## config.mk

```make
export PLATFORM = sky130hd
export DESIGN_NAME = shift_unit_flat
export DESIGN_NICKNAME = d
export VERILOG_FILES = /design/src/rtl/shift_unit_pkg.sv /design/src/rtl/shift_unit_if.sv /design/src/rtl/shift_unit_step.sv /design/src/rtl/shift_unit.sv /design/src/flat_wrapper.sv
export SDC_FILE = /design/constraint.sdc
export NUM_CORES = 1
export LEC_CHECK = 0
export BUFFER_PORTS_ARGS = -buffer_cell sky130_fd_sc_hd__buf_2
export CORE_MARGIN = 5
export CORE_UTILIZATION = 45
export DETAILED_ROUTE_END_ITERATION = 10
export PLACE_DENSITY_LB_ADDON = 0.25
export SLEW_MARGIN = 20
export SYNTH_ARGS = -nofsm -noshare
export SYNTH_HDL_FRONTEND = slang
export SYNTH_SLANG_ARGS = --single-unit
export TNS_END_PERCENT = 30
```

## constraint.sdc

```tcl
create_clock -name clk -period 2.2 [get_ports clk]
set_clock_uncertainty 0.2 [all_clocks]
set_input_delay 0.44 -clock clk [delete_from_list [all_inputs] [get_ports clk]]
set_output_delay 0.44 -clock clk [all_outputs]
set_load 0.1 [all_outputs]
```

## src/rtl/shift_unit_pkg.sv

```systemverilog
// shift_pkg -- shared definitions for the shift_unit block.
//   OP_*      : operation encodings carried on the 3-bit op field
//   state_e   : FSM state encoding (IDLE / SHIFT / DONE)
//   WIDTH_DEF / SHAMT_W_DEF : default data path and shift amount widths
// OP_ROR / OP_ROL only take effect when SHIFT_UNIT_ROTATE_EN is defined.
package shift_pkg;

  localparam int WIDTH_DEF   = 32;
  localparam int SHAMT_W_DEF = 5;

  typedef enum logic [2:0] {
    OP_PASS = 3'b000,
    OP_SLL  = 3'b001,
    OP_SRL  = 3'b010,
    OP_SRA  = 3'b011,
    OP_ROR  = 3'b100,
    OP_ROL  = 3'b101
  } op_e;

  typedef enum logic [1:0] {
    IDLE  = 2'd0,
    SHIFT = 2'd1,
    DONE  = 2'd2
  } state_e;

endpackage

```

## src/rtl/shift_unit_if.sv

```systemverilog
// shift_unit_if -- request/result bundle for shift_unit.
//   start    : operation request (master -> slave)
//   op       : 3-bit op code, raw so undefined codes can be driven
//   shamt    : shift amount
//   data_in  : operand
//   busy     : unit not idle (slave -> master)
//   done     : one-cycle completion pulse
//   data_out : result register
interface shift_unit_if #(
  parameter int WIDTH   = 32,
  parameter int SHAMT_W = 5
);
  logic               start;
  logic [2:0]         op;
  logic [SHAMT_W-1:0] shamt;
  logic [WIDTH-1:0]   data_in;
  logic               busy;
  logic               done;
  logic [WIDTH-1:0]   data_out;

  modport master (output start, op, shamt, data_in, input busy, done, data_out);
  modport slave  (input start, op, shamt, data_in, output busy, done, data_out);
endinterface

```

## src/rtl/shift_unit_step.sv

```systemverilog
// shift_step -- combinational single-bit shift/rotate of i_data by i_op.
//   i_data : current value
//   i_op   : latched op code
//   o_data : value after one step
// Rotates exist only with SHIFT_UNIT_ROTATE_EN; otherwise every code other
// than SLL/SRL/SRA passes the data through unchanged.
module shift_step
  import shift_pkg::*;
#(
  parameter int WIDTH = WIDTH_DEF
) (
  input  logic [WIDTH-1:0] i_data,
  input  logic [2:0]       i_op,
  output logic [WIDTH-1:0] o_data
);
  always_comb begin
    o_data = i_data;
    case (i_op)
      OP_SLL: o_data = {i_data[WIDTH-2:0], 1'b0};
      OP_SRL: o_data = {1'b0, i_data[WIDTH-1:1]};
      OP_SRA: o_data = {i_data[WIDTH-1], i_data[WIDTH-1:1]};
`ifdef SHIFT_UNIT_ROTATE_EN
      OP_ROR: o_data = {i_data[0], i_data[WIDTH-1:1]};
      OP_ROL: o_data = {i_data[WIDTH-2:0], i_data[WIDTH-1]};
`endif
      default: o_data = i_data;
    endcase
  end
endmodule

```

## src/rtl/shift_unit.sv

```systemverilog
// shift_unit -- multi-cycle shifter, one bit per cycle.
//   clk   : clock, all state on rising edge
//   reset : synchronous active-high reset, overrides start
//   bus   : shift_unit_if.slave (start/op/shamt/data_in in, busy/done/data_out out)
// Optional feature: SHIFT_UNIT_ROTATE_EN adds OP_ROR / OP_ROL.
// Latency for shamt = k is k+1 cycles; shamt = 0 goes straight to DONE.
module shift_unit
  import shift_pkg::*;
#(
  parameter int WIDTH   = WIDTH_DEF,
  parameter int SHAMT_W = SHAMT_W_DEF
) (
  input  logic        clk,
  input  logic        reset,
  shift_unit_if.slave bus
);
  state_e             r_state;
  state_e             w_next_state;
  logic [SHAMT_W-1:0] r_cnt;
  logic [2:0]         r_op_q;
  logic [WIDTH-1:0]   r_data;
  logic [WIDTH-1:0]   w_step;
  logic               w_busy;
  logic               w_done;

  shift_step #(.WIDTH(WIDTH)) u_step (
    .i_data (r_data),
    .i_op   (r_op_q),
    .o_data (w_step)
  );

  // state register
  always_ff @(posedge clk) begin
    if (reset) r_state <= IDLE;
    else       r_state <= w_next_state;
  end

  // next state; SHIFT exits on the cycle applying the last step (cnt == 1)
  always_comb begin
    w_next_state = r_state;
    case (r_state)
      IDLE:    if (bus.start) w_next_state = (bus.shamt == '0) ? DONE : SHIFT;
      SHIFT:   if (r_cnt == SHAMT_W'(1)) w_next_state = DONE;
      DONE:    w_next_state = IDLE;
      default: w_next_state = IDLE;
    endcase
  end

  // outputs
  always_comb begin
    w_busy = (r_state != IDLE);
    w_done = (r_state == DONE);
  end

  // datapath: operands latch only in IDLE, so starts while busy are dropped
  always_ff @(posedge clk) begin
    if (reset) begin
      r_data <= '0;
      r_cnt  <= '0;
      r_op_q <= OP_PASS;
    end else begin
      case (r_state)
        IDLE: if (bus.start) begin
          r_data <= bus.data_in;
          r_cnt  <= bus.shamt;
          r_op_q <= bus.op;
        end
        SHIFT: begin
          r_data <= w_step;
          r_cnt  <= r_cnt - SHAMT_W'(1);
        end
        default: ;
      endcase
    end
  end

  assign bus.busy     = w_busy;
  assign bus.done     = w_done;
  assign bus.data_out = r_data;
endmodule

```

## src/flat_wrapper.sv

```systemverilog
// flat-port wrapper written by rule: the top's interface ports become plain ports
module shift_unit_flat import shift_pkg::*;
#(
  parameter int WIDTH   = WIDTH_DEF,
  parameter int SHAMT_W = SHAMT_W_DEF
)
  (clk, reset, bus_start, bus_op, bus_shamt, bus_data_in, bus_busy, bus_done, bus_data_out);
  shift_unit_if #(.WIDTH(WIDTH), .SHAMT_W(SHAMT_W)) bus_i ();
  input  logic clk;
  input  logic reset;
  input wire logic [$bits(bus_i.start)-1:0] bus_start;
  input wire logic [$bits(bus_i.op)-1:0] bus_op;
  input wire logic [$bits(bus_i.shamt)-1:0] bus_shamt;
  input wire logic [$bits(bus_i.data_in)-1:0] bus_data_in;
  output wire logic [$bits(bus_i.busy)-1:0] bus_busy;
  output wire logic [$bits(bus_i.done)-1:0] bus_done;
  output wire logic [$bits(bus_i.data_out)-1:0] bus_data_out;
  assign bus_i.start = bus_start;
  assign bus_i.op = bus_op;
  assign bus_i.shamt = bus_shamt;
  assign bus_i.data_in = bus_data_in;
  assign bus_busy = bus_i.busy;
  assign bus_done = bus_i.done;
  assign bus_data_out = bus_i.data_out;
  shift_unit #(.WIDTH(WIDTH), .SHAMT_W(SHAMT_W)) u_core (.clk(clk), .reset(reset), .bus(bus_i));
endmodule
```

==> impl_metrics.tcl <==
set metrics [dict create \
    status "completed" \
    top_layer_used "met4" \
    critPathLaunchType "flip-flop" \
    slew_viol_final 0 \
    cts_buffers 5 \
    yosysWarnings 0 \
    endpoint_kind "flip-flop" \
    row_count 25 \
    syn_area_per_cell_sq_um 8.773 \
    met3RoutedLength_microns 358 \
    fin_area_sq_um 2874 \
    yosys.area.top_type "dfxtp_1" \
    drc 0 \
    synth.top_cell.area_share 0.3729 \
    layout_min_cycle_time_ns 1.969 \
    vdd_drop_max_mv 0.5151 \
    placed_cell_area_sq_um 2720 \
    dieHeight_microns 80.79 \
    path_class "flip-flop to flip-flop" \
    fin_ws_ns 0.2309 \
    syn_nets 302 \
    synth_area_leaders "dfxtp_1, mux2i_1, a22o_1, a21oi_1, nor2_1" \
    rrSetupSlack_ns 0.23 \
    gp_congestion 0.7946 \
    track_usage 0.1684 \
    grt.overflow.total 0 \
    fmax_mhz 507.8 \
    start_util 0.4711 \
    hp-start "bus_op[0]" \
    pre_cts_ws_ns 0.06498 \
    ant_nets 0 \
    critPathArrivalTime_ns 2.00 \
    fp.dieW_microns 80.79 \
    maxSlewHeadroom 0.5484 \
    grt_pass1_vias 1888 \
    dpl.hpwl_microns 4101 \
    drt_iter0_drc 100 \
    ys_ff_latch 42 \
    rsz0062_at_grt "no" \
    grt_pass1_wl_microns 8749 \
    critical_path_required_ns 2.23 \
    min_to "u_core.r_op_q[0]$_SDFFE_PP0P_" \
    io_pins 77 \
    finalPower_uw 2839 \
    fill_cells 437 \
    syn_inst 257 \
    synth_commonest_cells "a21oi_1, dfxtp_1, nor2_1" \
    clkLatencyLatePin_ns 0.29 \
    r2r_start "u_core.r_op_q[2]$_SDFFE_PP0P_" \
    finalCritPeriodShare 0.8951 \
    avgViaCountPerCell 5.288 \
    synth.distinct_cells 34 \
    path_max_fanout 17 \
    netlist_area_sq_um 2255 \
    clk_pin_slew_ns 0.08 \
    tightest_slew_ns 0.6752 \
    cts_sinks 42 \
    drt-wirelength-per-cell_microns 13.87 \
    layout-drive-gt1-share 0.3163 \
    hp-class "primary input to flip-flop" \
    final_hold_viol_count 0 \
    yosys.cell_count.top_type "a21oi_1" \
    ctsResizeCount 0 \
    cts_hold_buf 0 \
    p_per_area_nw_per_um2 987.7 \
    power_leakage_uw 0.001254 \
    wl_met1_microns 2657 \
    drv_cap 0 \
    area_growth_pct 27.47 \
    finalWirelength_microns 5534 \
    fin_tns_setup_ns 0 \
    tritoncts "done" \
    setup_viol 0 \
    clk_path_buf_depth 2 \
    grt_max_degree 31 \
    n_antenna_cell 0 \
    numPortBuffers 76 \
    layout.nets 376 \
    htree_levels 2 \
    synth_edf_count 0 \
    cts_setup_buffers 0 \
    async_reset_ff_frac 0 \
    ys.flop_type "dfxtp_1" \
    hold_depth 3 \
    wl_met2_microns 2468 \
    clock-root-buffer "clkbuf_8" \
    core_area_sq_um 4786 \
    ys_seq_area_frac 0.3729 \
    ff2ff_path_depth 5 \
    drt_pass1_iterations 4 \
    dieArea_sq_um 6526 \
    antenna_found_initial 0 \
    rr_endpoint "u_core.bus.data_out[21]$_SDFFE_PP0P_" \
    num_vias 2110 \
]
## kinds of logic (layout without fill, tap and decap cells)
group	count (synthesis)	after routing	share of synthesized area
XOR/XNOR	1	1	0.003885
multiplexers	30	30	0.1332
AO/OA/AOI/OAI	92	92	0.2714
buffers and inverters	27	102	0.07714
adder cells (fa/ha/maj)	2	2	0.01110
AND/OR/NAND/NOR	63	63	0.1304
flip-flops	42	42	0.3729
## critical path, cell delays in order (launching register included)
cell      delay, ns
dfxtp_1        0.35
nand2b_1       0.18
o21a_1         0.23
nor3_4         0.53
buf_6          0.26
a22o_1         0.15
## cell type report
cell class                      count  area, sq um  area share
Clock buffer                        6        82.58     0.02873
Clock inverter                      2        60.06     0.02090
Inverter                            5        18.77    0.006530
Multi-Input combinational cell    188         1264      0.4397
Sequential cell                    42        840.8      0.2926
Tap cell                           67        83.83     0.02917
Timing Repair Buffer               89        524.3      0.1824
## where the power goes
| part | switching (uW) | total (uW) | internal (uW) | leakage, uW |
|---|---|---|---|---|
| logic | 842 | 1150 | 306 | 0.000837 |
| registers | 96.7 | 950 | 854 | 0.000346 |
| clock network | 256 | 740 | 484 | 0.0000714 |
| total | 1190 | 2840 | 1640 | 0.00125 |
## cell usage in the layout, fill, tap and decap left out, drive strengths merged
cell	netlist	layout
o21ai	7	7
nand2b	3	3
nor4b	1	1
o221ai	2	2
a31oi	1	1
o21a	1	1
a221oi	2	2
and3	1	1
dfxtp	42	42
bufinv	0	2
clkbuf	2	6
nor4	1	1
nor2b	2	2
a211oi	2	2
mux2i	30	30
or3	3	3
nor2	38	38
xor2	1	1
a22o	31	31
nor3	5	5
a21oi	45	45
nand3	1	1
ha	2	2
buf	20	89
or2	1	1
nand2	5	5
inv	5	5
a2111oi	1	1
nor3b	2	2
## sequential cells by signal, summed over array words and instances (netlist names)
| signal | cells |
|---|---|
| u_core.r_op_q | 3 |
| u_core.r_state | 2 |
| u_core.bus.data_out | 32 |
| u_core.r_cnt | 5 |
## through the flow
step	hold WS (ns)	util	cells
2_1_floorplan	0.2680	-	257
3_3_place_gp	0.2835	0.5684	390
3_5_place_dp	0.2874	0.5684	390
4_1_cts	0.1779	0.5982	398
5_1_grt	0.1756	0.6005	399
6_report	0.1775	0.6005	399
## per-layer routing
metal / up-vias / track usage
li1: 1091 / -
met1: 953 / 0.2281
met2: 60 / 0.2682
met3: 6 / 0.04324
met4: 0 / 0.04223
met5: - / 0
## how the worst max path moves through the flow
stage	startpoint	to	slack, ns	cells past startpoint
finish	u_core.r_op_q[2]$_SDFFE_PP0P_	u_core.bus.data_out[21]$_SDFFE_PP0P_	0.23	5
floorplan	u_core.r_state[1]$_SDFFE_PP0P_	bus_done	0.18	3
global route	u_core.r_op_q[2]$_SDFFE_PP0P_	u_core.bus.data_out[10]$_SDFFE_PP0P_	0.10	5
CTS	u_core.r_op_q[2]$_SDFFE_PP0P_	u_core.bus.data_out[21]$_SDFFE_PP0P_	0.05	4
detailed placement	bus_start	u_core.bus.data_out[21]$_SDFFE_PP0P_	0.06	5
global placement	bus_start	u_core.bus.data_out[21]$_SDFFE_PP0P_	0.10	5
Power figures use the tool's default switching activity.
